==> config.mk <==
export PLATFORM = sky130hd
export DESIGN_NAME = ling_pipe_adder_flat
export DESIGN_NICKNAME = d
export VERILOG_FILES = /design/src/rtl/ling_pipe_adder_if.sv /design/src/rtl/ling_pipe_adder.sv /design/src/flat_wrapper.sv
export SDC_FILE = /design/constraint.sdc
export NUM_CORES = 1
export LEC_CHECK = 0
export ABC_AREA = 1
export BUFFER_PORTS_ARGS = -buffer_cell sky130_fd_sc_hd__buf_2
export CORE_MARGIN = 4
export CORE_UTILIZATION = 58
export DETAILED_ROUTE_END_ITERATION = 7
export PLACE_DENSITY = 0.87
export RECOVER_POWER = 100
export SLEW_MARGIN = 20
export SYNTH_ARGS = -nofsm -noshare
export SYNTH_HDL_FRONTEND = slang
export SYNTH_SLANG_ARGS = --single-unit
export TNS_END_PERCENT = 50
==> constraint.sdc <==
create_clock -name clk -period 8.6 [get_ports clk]
set_input_delay 2.15 -clock clk [delete_from_list [all_inputs] [get_ports clk]]
set_output_delay 2.15 -clock clk [all_outputs]
set_load 0.01 [all_outputs]
==> src/rtl/ling_pipe_adder_if.sv <==
// Valid/ready operand and result bundle for ling_pipe_adder.
// master drives operands and out_ready; slave is the adder.
interface ling_pipe_adder_if #(
  parameter int WIDTH = 32
);
  logic             in_valid;
  logic             in_ready;
  logic [WIDTH-1:0] a;
  logic [WIDTH-1:0] b;
  logic             cin;
  logic             sub;
  logic             out_valid;
  logic             out_ready;
  logic [WIDTH-1:0] sum;
  logic             cout;
  logic             ovf;

  modport master (
    output in_valid, a, b, cin, sub, out_ready,
    input  in_ready, out_valid, sum, cout, ovf
  );

  modport slave (
    input  in_valid, a, b, cin, sub, out_ready,
    output in_ready, out_valid, sum, cout, ovf
  );
endinterface

==> src/rtl/ling_pipe_adder.sv <==
// Pipelined add/sub built from sparse-4 Ling segments,
// one segment per stage, global-stall valid/ready control.
module ling_pipe_adder #(
  parameter int WIDTH = 32,
  parameter int SEG   = 8
) (
  input logic              clk,
  input logic              rst,
  ling_pipe_adder_if.slave io
);
  localparam int NSEG = WIDTH / SEG;
  localparam int NBLK = SEG / 4;

  if ((WIDTH % SEG != 0) || (WIDTH < SEG) || (SEG % 4 != 0))
  begin : g_bad_param
    $error("ling_pipe_adder: WIDTH/SEG mismatch");
  end

  typedef logic [WIDTH-1:0] word_t;

  // h is the Ling pseudo-carry at 4-bit boundaries; c = t & h
  function automatic logic [SEG:0] ling_seg(
    input logic [SEG-1:0] x,
    input logic [SEG-1:0] y,
    input logic           ci
  );
    logic [SEG-1:0] g, t, p, s;
    logic [SEG:0]   te;
    logic [NBLK:0]  h;
    logic           gs, ts, c;
    g  = x & y;
    t  = x | y;
    p  = x ^ y;
    te = {t, 1'b1};
    s  = '0;
    h  = '0;
    h[0] = ci;
    for (int j = 0; j < NBLK; j++) begin
      gs = g[4*j+3]
         | (t[4*j+2] & g[4*j+2])
         | (t[4*j+2] & t[4*j+1] & g[4*j+1])
         | (t[4*j+2] & t[4*j+1] & t[4*j] & g[4*j]);
      ts = t[4*j+2] & t[4*j+1] & t[4*j] & te[4*j];
      h[j+1] = gs | (ts & h[j]);
      c = te[4*j] & h[j];
      for (int i = 0; i < 4; i++) begin
        s[4*j+i] = p[4*j+i] ^ c;
        c = g[4*j+i] | (t[4*j+i] & c);
      end
    end
    return {t[SEG-1] & h[NBLK], s};
  endfunction

  word_t ra [NSEG];
  word_t rb [NSEG];
  word_t rs [NSEG];
  logic  rc [NSEG];
  logic  v  [NSEG];
  logic  rovf;

  word_t sa [NSEG];
  word_t sb [NSEG];
  word_t ss [NSEG];
  logic  sc [NSEG];
  logic  sv [NSEG];
  word_t ns [NSEG];
  logic  nc [NSEG];
  logic  nov;
  logic [SEG:0] seg;

  logic advance;
  logic accept;

  assign advance     = !v[NSEG-1] || io.out_ready;
  assign io.in_ready = advance && !rst;
  assign accept      = io.in_valid && io.in_ready;

  always_comb begin
    seg   = '0;
    sa[0] = io.a;
    sb[0] = io.sub ? ~io.b : io.b;
    ss[0] = '0;
    sc[0] = io.sub | io.cin;
    sv[0] = accept;
    for (int k = 1; k < NSEG; k++) begin
      sa[k] = ra[k-1];
      sb[k] = rb[k-1];
      ss[k] = rs[k-1];
      sc[k] = rc[k-1];
      sv[k] = v[k-1];
    end
    for (int k = 0; k < NSEG; k++) begin
      seg = ling_seg(sa[k][k*SEG +: SEG],
                     sb[k][k*SEG +: SEG], sc[k]);
      ns[k] = ss[k];
      ns[k][k*SEG +: SEG] = seg[SEG-1:0];
      nc[k] = seg[SEG];
    end
    nov = (sa[NSEG-1][WIDTH-1] == sb[NSEG-1][WIDTH-1])
       && (ns[NSEG-1][WIDTH-1] != sa[NSEG-1][WIDTH-1]);
  end

  always_ff @(posedge clk) begin
    if (rst) begin
      for (int k = 0; k < NSEG; k++) begin
        v[k]  <= 1'b0;
        ra[k] <= '0;
        rb[k] <= '0;
        rs[k] <= '0;
        rc[k] <= 1'b0;
      end
      rovf <= 1'b0;
    end else if (advance) begin
      for (int k = 0; k < NSEG; k++) begin
        v[k]  <= sv[k];
        ra[k] <= sa[k];
        rb[k] <= sb[k];
        rs[k] <= ns[k];
        rc[k] <= nc[k];
      end
      rovf <= nov;
    end
  end

  assign io.out_valid = v[NSEG-1];
  assign io.sum       = rs[NSEG-1];
  assign io.cout      = rc[NSEG-1];
  assign io.ovf       = rovf;
endmodule

==> src/flat_wrapper.sv <==
// flat-port wrapper written by rule: the top's interface ports become plain ports
module ling_pipe_adder_flat 
#(
  parameter int WIDTH = 32,
  parameter int SEG   = 8
)
  (clk, rst, io_in_valid, io_a, io_b, io_cin, io_sub, io_out_ready, io_in_ready, io_out_valid, io_sum, io_cout, io_ovf);
  ling_pipe_adder_if #(.WIDTH(WIDTH)) io_i ();
  input logic clk;
  input logic rst;
  input wire logic [$bits(io_i.in_valid)-1:0] io_in_valid;
  input wire logic [$bits(io_i.a)-1:0] io_a;
  input wire logic [$bits(io_i.b)-1:0] io_b;
  input wire logic [$bits(io_i.cin)-1:0] io_cin;
  input wire logic [$bits(io_i.sub)-1:0] io_sub;
  input wire logic [$bits(io_i.out_ready)-1:0] io_out_ready;
  output wire logic [$bits(io_i.in_ready)-1:0] io_in_ready;
  output wire logic [$bits(io_i.out_valid)-1:0] io_out_valid;
  output wire logic [$bits(io_i.sum)-1:0] io_sum;
  output wire logic [$bits(io_i.cout)-1:0] io_cout;
  output wire logic [$bits(io_i.ovf)-1:0] io_ovf;
  assign io_i.in_valid = io_in_valid;
  assign io_i.a = io_a;
  assign io_i.b = io_b;
  assign io_i.cin = io_cin;
  assign io_i.sub = io_sub;
  assign io_i.out_ready = io_out_ready;
  assign io_in_ready = io_i.in_ready;
  assign io_out_valid = io_i.out_valid;
  assign io_sum = io_i.sum;
  assign io_cout = io_i.cout;
  assign io_ovf = io_i.ovf;
  ling_pipe_adder #(.WIDTH(WIDTH), .SEG(SEG)) u_core (.clk(clk), .rst(rst), .io(io_i));
endmodule
Word-level counts from Yosys, hierarchy flattened
Memories as Yosys holds them, arrays and structs flattened.
Index checks and enable logic that the tools add are counted.
{ "op_classes": {"n_eq_ne": 2, "n_mux": 26, "bitwise_logic": 206, "reduce_logical": 6} }
{ "ops": {"columns": ["op", "count"], "rows": [
  ["32-bit two-way mux", 13],
  ["1-bit AND", 84],
  ["1-bit OR", 77],
  ["8-bit AND", 4],
  ["32-bit inverter", 1],
  ["8-bit OR", 4],
  ["1-bit bitwise XOR", 32],
  ["8-bit bitwise XOR", 4],
  ["1-bit two-way mux", 13],
  ["1-bit logical AND", 3],
  ["1-bit zero test", 2],
  ["1-bit == test", 1],
  ["1-bit logical OR", 1],
  ["1-bit inequality test", 1]
]} }
{ "totals": {"reg_bits": 1, "ramBits": 392, "in_bits": 70, "memories": 5} }
{ "memory_table": {"columns": ["name", "words", "word_bits", "read_ports", "rd_clocked_by_memory_dff", "write_ports", "line", "source"], "rows": [
  ["u_core.ra", 4, 32, 3, 0, 4, "ling_pipe_adder.sv:54", "word_t ra [NSEG];"],
  ["u_core.rb", 4, 32, 3, 0, 4, "ling_pipe_adder.sv:55", "word_t rb [NSEG];"],
  ["u_core.rs", 4, 32, 4, 0, 4, "ling_pipe_adder.sv:56", "word_t rs [NSEG];"],
  ["u_core.rc", 4, 1, 4, 0, 4, "ling_pipe_adder.sv:57", "logic rc [NSEG];"],
  ["u_core.v", 4, 1, 4, 0, 4, "ling_pipe_adder.sv:58", "logic v [NSEG];"]
]} }

Longest topological paths before layout
Gate-level depths: netlist of the first run.
{ "logic_depth": {"word_depth": 17, "depth_mapped": 16, "mapped_depth_nobuf": 14} }

Worst setup path after synthesis of the first run
No wires, ideal clock.
{ "synth_timing": {"path_kind": "input to register", "startpoint": "input io_out_ready", "endpoint": "memory u_core.ra[0][10] (netlist bit) (enable)", "setup_ns": 1.485, "arrival_ns": 5.291, "path_slack_ns": 1.824, "stages": 4, "n_path_buf": 0, "path_cell_list": "inv_1 > nand2_2 > inv_1 > nand2_1"} }
{ "synth_lines": {"columns": ["item", "line", "source"], "rows": [
  ["from (decl)", "flat_wrapper.sv:16", "input wire logic [$bits(io_i.out_ready)-1:0] io_out_ready;"],
  ["to (decl)", "ling_pipe_adder.sv:54", null]
]} }

==> results.cfg, run 1 <==
[outcome]
status = complete, but fails checks
violations = capacitance limit, slew limit

[global_route]
grt_max_degree = 123
antenna_found_initial = 0
grt_overflow_total = 0
track_usage_pct = 16.3
first_global_vias = 5225
grt_first_pass_wirelength_um = 23300

[floorplanning]
dieWidth_um = 135
die_height_um = 135
dieArea_um2 = 18200
io_pins = 106
rows = 46
start_util_pct = 58.9
core_area_um2 = 15800

[synthesis]
synth_top_cells_by_area = edfxtp_1 (59%), inv_1 (9.5%), ha_1 (8.6%)
synth_area_um2 = 9320
yosys_warnings = 0
ys_async_sr_fraction_pct = 0
syn_nets = 984
synthCells = 826
synth_edf_count = 184
synth_top_area_share_pct = 59.3
yosysMostFrequentCell = inv_1
synth.cells.most_frequent = inv_1 (236), nor2_1 (200), edfxtp_1 (184)
synth.avg_cell_area_um2 = 11.3
ys_ff_latch = 185
synthDistinctLibCells = 20
synth.largest_area_cell = edfxtp_1
ys_seq_area_share_pct = 59.5
synth_flop_cell = edfxtp_1

[min_path]
min_path_cells = 2
hold_end = u_core.io.ovf
hold_path_class = reg2reg
hp-start = u_core.io.ovf

[setup_path]
crit_buf_inv = 4
r2r_slack_ns = 3.79
cp_slowest_stage_delay_ns = 2.05
cp_data_arrival_time_ns = 6.21
critPathTopFamily = buffers and inverters
crit_chain = buf_2, inv_1, nand2_1, inv_1, nand2_1, clkbuf_1
rr_worst_depth = 4
end_kind = flop
rr_startpoint = u_core.v[3]
crit_required_ns = 8.59
cp_max_fo = 58
cp-start-kind = input port
critical_path_class = in2reg
cp_slowest_cell = clkbuf_1
r2r-end = u_core.ra[0][23]

[power_and_ir_drop]
clockPowerShare_pct = 36.8
swShare_pct = 23.2
power.internal_w = 0.00158
p_switching_w = 0.000479
sequentialPowerShare_pct = 53.4
p_leak_nw = 4.78
power.density_nw_per_um2 = 198
irDropWorstVdd_v = 0.000148
pwr-share-comb_pct = 9.8

[sta]
relSlewSlack_pct = -81.9
rsz0062_at_grt = no
tightest_slew_ns = 2.73
period_needed_ns = 6.22
fmax_mhz = 161
period_share_pct = 72.4
hold_viol = 0
fin_skew_ns = 0.00527
maxSlewViolCount = 289
setup_viol = 0
timing.setup.tns_ns = 0

[clock_network]
cts_made_buffers = 17
cts_hold_repair.buffers = 0
htreeDepth = 4
clk_latency_ns = 0.43
cts_root_buf = clkbuf_16
postCtsSetupBuffers = 0
cts_resized = 0
cts_buffer_depth = 2
cts_tree = done
clk_pin_slew_worst_paths_ns = 0.06
clkSinkCount = 185

[route]
wl_per_cell_um = 12.1
antenna_left = 0
drc_errors = 0
num_vias = 5126
finalWirelength_um = 14000
viasPerCell = 4.43
drtIter0Drc = 400
firstDrtPassIters = 5

[job]
maxCapViolCount = 5

[placement]
numPlacedInstances = 1126
hpwlAfterDp_um = 9410
place_congestion = 0.847
port_buffers = 105

[layout]
n_antenna_cell = 0
instances_no_fill = 1158
final_nets = 1087
drive_above_1_share_pct = 10.9
nFillCells = 1163
syn2layout_area_growth_pct = 11.8
[worst max-delay path by stage]
stage,start,to,slack [ns],cells after the start
floorplan,io_out_ready,u_core.ra[0][10],1.82,4
global placement,io_sub,u_core.rs[0][6],3.20,15
detailed placement,io_sub,u_core.rs[0][6],3.05,15
CTS,rst,io_in_ready,3.18,5
global route,io_out_ready,u_core.ra[0][21],1.84,6
finish,io_out_ready,u_core.ra[0][23],2.38,6
[registers in the layout, summed over array words and instances (netlist names)]
| signal | count |
|---|---|
| u_core.io.ovf | 1 |
| u_core.rb | 48 |
| u_core.rc | 4 |
| u_core.rs | 80 |
| u_core.v | 4 |
| u_core.ra | 48 |
[cells in the final DEF, fill, tap and decap left out, types with 4 or more instances in the layout]
cell	instances
a21oi_1	6
edfxtp_1	184
ha_1	64
clkbuf_16	17
clkbuf_1	39
buf_2	68
nor2_1	201
fa_1	24
nor3_1	4
inv_1	236
nand2_1	28
xnor2_1	38
[per-layer routing]
| layer | GRT usage [%] | share of wire, % | routed length [um] |
|---|---|---|---|
| met1 | 19.5 | 42 | 5870 |
| met4 | 6.28 | 1.8 | 247 |
| met5 | 0 | 0 | 0 |
| met3 | 3.73 | 4.1 | 574 |
| met2 | 28.9 | 52 | 7280 |
[metrics by stage]
step / power, W / hold slack, ns / cell area, um^2 / util [%] / worst slack [ns]
CTS: 0.00208 / 0.486 / 10500 / 66.3 / 3.18
detailed placement: 0.00132 / 0.474 / 9910 / 62.6 / 3.05
global placement: 0.00131 / 0.478 / 9910 / 62.6 / 3.20
floorplan: 0.00127 / 0.502 / 9320 / - / 1.82
global route: 0.00215 / 0.523 / 10400 / 65.8 / 1.84
finish: 0.00206 / 0.487 / 10400 / 65.8 / 2.38
[logic make-up after synthesis]
logic type / count (synthesis) / synth area share, %
compound gates: 13 / 0.846
xor+xnor: 41 / 3.85
fa+ha+maj: 88 / 13.7
buf+inv: 260 / 12.1
flops: 185 / 59.5
simple gates: 239 / 9.92
[area by class of cell]
type,instances,area (um^2),area share (%)
clock inverters,15,150,1.44
clock buffers,17,425,4.08
flip-flops and latches,185,5550,53.2
well taps,216,270,2.59
repair buffers,108,492,4.72
multi-input cells,381,2650,25.4
inverters,236,886,8.50
[worst register-to-register path: stages (launching register included)]
cell	delay [ns]
edfxtp_1	0.39
nand2_1	0.19
inv_1	0.08
nand2_1	1.64
clkbuf_1	2.06
[power by group through the flow]
stage	Combinational, W	Sequential, W	Clock (W)
2_1_floorplan	0.000147	0.00112	0
3_3_place_gp	0.000190	0.00112	0
3_5_place_dp	0.000204	0.00112	0
4_1_cts	0.000207	0.00110	0.000768
5_1_grt	0.000234	0.00111	0.000809
6_report	0.000201	0.00110	0.000759
Note: power is estimated with default switching activity, not from simulation.
==> run 2: changes to the inputs <==
==> constraint.sdc (replaced) <==
create_clock -name clk -period 6.4 [get_ports clk]
set_input_delay 1.6 -clock clk [delete_from_list [all_inputs] [get_ports clk]]
set_output_delay 1.6 -clock clk [all_outputs]
set_load 0.01 [all_outputs]
==> run 2 against run 1 <==
  * The run still ends with capacitance limit, slew limit left
  * Final area rose by 0.17%
  * Largest cell class unchanged
  * Total power grew 34%
  * Utilization grew 0.11 points
  * Clock power increased by 34%
  * Register-to-register slack got worse by 1.4 ns
  * Setup slack got worse by 0.88 ns
  * Wire length decreased by 2.7%
  * Critical path type unchanged
  * Die area did not move
  * Sequential power grew 35%
  * First-iteration DRC count decreased by 16%
==> results.cfg, run 2 (synthesized netlist as in run 1, its figures left out) <==
[setup_path]
crit_required_ns = 6.35
crit_buf_inv = 4
critical_path_class = in2reg
cp_max_fo = 184
cp_slowest_stage_delay_ns = 2.66
cp_slowest_cell = buf_2
crit_chain = buf_2, inv_1, nand2_1, inv_1, nand2_4, buf_2
critPathTopFamily = buffers and inverters
cp-start-kind = input port
cp_data_arrival_time_ns = 4.85
end_kind = flop

[job]
maxCapViolCount = 2

[clock_network]
cts_resized = 0
cts_tree = done
cts_root_buf = clkbuf_16
clkSinkCount = 185
postCtsSetupBuffers = 0
clk_latency_ns = 0.43
cts_buffer_depth = 2
cts_hold_repair.buffers = 0
cts_made_buffers = 17
clk_pin_slew_worst_paths_ns = 0.06
htreeDepth = 4

[layout]
final_area_um2 = 10400
n_antenna_cell = 0
nFillCells = 1183
instances_no_fill = 1158
final_cell_mix = inv_1 (236), nor2_1 (200), edfxtp_1 (184)
final_nets = 1087
largest_register_ffs = 80
regArea_um2 = 5550
layout_commonest_cell = inv_1
multi_input_area_um2 = 2660
syn2layout_area_growth_pct = 12.0
top_register = u_core.rs
reg_top3 = u_core.rs x80, u_core.ra x48, u_core.rb x48
drive_above_1_share_pct = 11.1

[sta]
hold_viol = 0
timing.setup.tns_ns = 0
relSlewSlack_pct = -157
maxSlewViolCount = 207
period_needed_ns = 4.91
period_share_pct = 76.6
rsz0062_at_grt = no
tightest_slew_ns = 3.86
setup_slack_ns = 1.49
fin_skew_ns = 0.00684
setup_viol = 0
whs_ns = 0.489
fmax_mhz = 204

[floorplanning]
dieArea_um2 = 18200
io_pins = 106
rows = 46
die_height_um = 135
core_area_um2 = 15800
start_util_pct = 58.9
dieWidth_um = 135

[placement]
place_ws_ns = 2.02
dpl_cell_area_um2 = 9930
place_congestion = 0.790
port_buffers = 105
numPlacedInstances = 1126
hpwlAfterDp_um = 8850

[route]
drtIter0Drc = 336
drc_errors = 0
wl_per_cell_um = 11.7
finalWirelength_um = 13600
viasPerCell = 4.44
antenna_left = 0
firstDrtPassIters = 4
num_vias = 5146

[power_and_ir_drop]
p_leak_nw = 4.80
power.density_nw_per_um2 = 265
irDropWorstVdd_v = 0.000194

[outcome]
status = complete, but fails checks
violations = capacitance limit, slew limit

[global_route]
track_usage_pct = 15.6
grt_max_degree = 185
antenna_found_initial = 0
grt_overflow_total = 0
grt_first_pass_wirelength_um = 22300
first_global_vias = 5053

[min_path]
hold_path_class = reg2reg
-- run 2: worst paths after layout --
path,slack [ns],endpoint,startpoint,cells past startpoint
hold / removal,0.49,u_core.io.ovf,u_core.io.ovf,2
hold reg to reg,0.49,u_core.io.ovf,u_core.io.ovf,2
setup / recovery,1.49,u_core.rb[0][9],io_out_ready,6
setup reg to reg,2.37,u_core.rb[0][9],u_core.v[3],4
-- run 2: area by class of cell --
class                   count  share of cell area (%)
repair buffers            108                    4.75
well taps                 216                    2.59
multi-input cells         381                    25.5
clock buffers              17                    4.08
inverters                 236                    8.49
clock inverters            15                    1.47
flip-flops and latches    185                    53.1
-- run 2: worst min-delay path: cells and delay by family (launching register included) --
kind | cells | cell delay (ns)
flops | 1 | 0.31
simple gates | 1 | 0.08
compound gates | 1 | 0.06
-- run 2: per-layer routing --
| metal | vias up | global-route usage [%] | share of wire [%] |
|---|---|---|---|
| li1 | 2657 | - | - |
| met1 | 2349 | 18.3 | 42 |
| met2 | 108 | 27.0 | 51 |
| met3 | 32 | 3.91 | 4.6 |
| met4 | 0 | 7.47 | 2.8 |
| met5 | - | 0 | 0 |
-- run 2: through the flow --
stage	power (W)	util (%)
floorplan	0.00170	-
global placement	0.00175	62.7
detailed placement	0.00178	62.7
CTS	0.00279	66.4
global route	0.00288	65.9
finish	0.00276	65.9
-- run 2: power by group --
group	switching [W]	internal, W
combinational	0.000158	0.000109
clock	0.000440	0.000576
sequential	0.0000371	0.00144
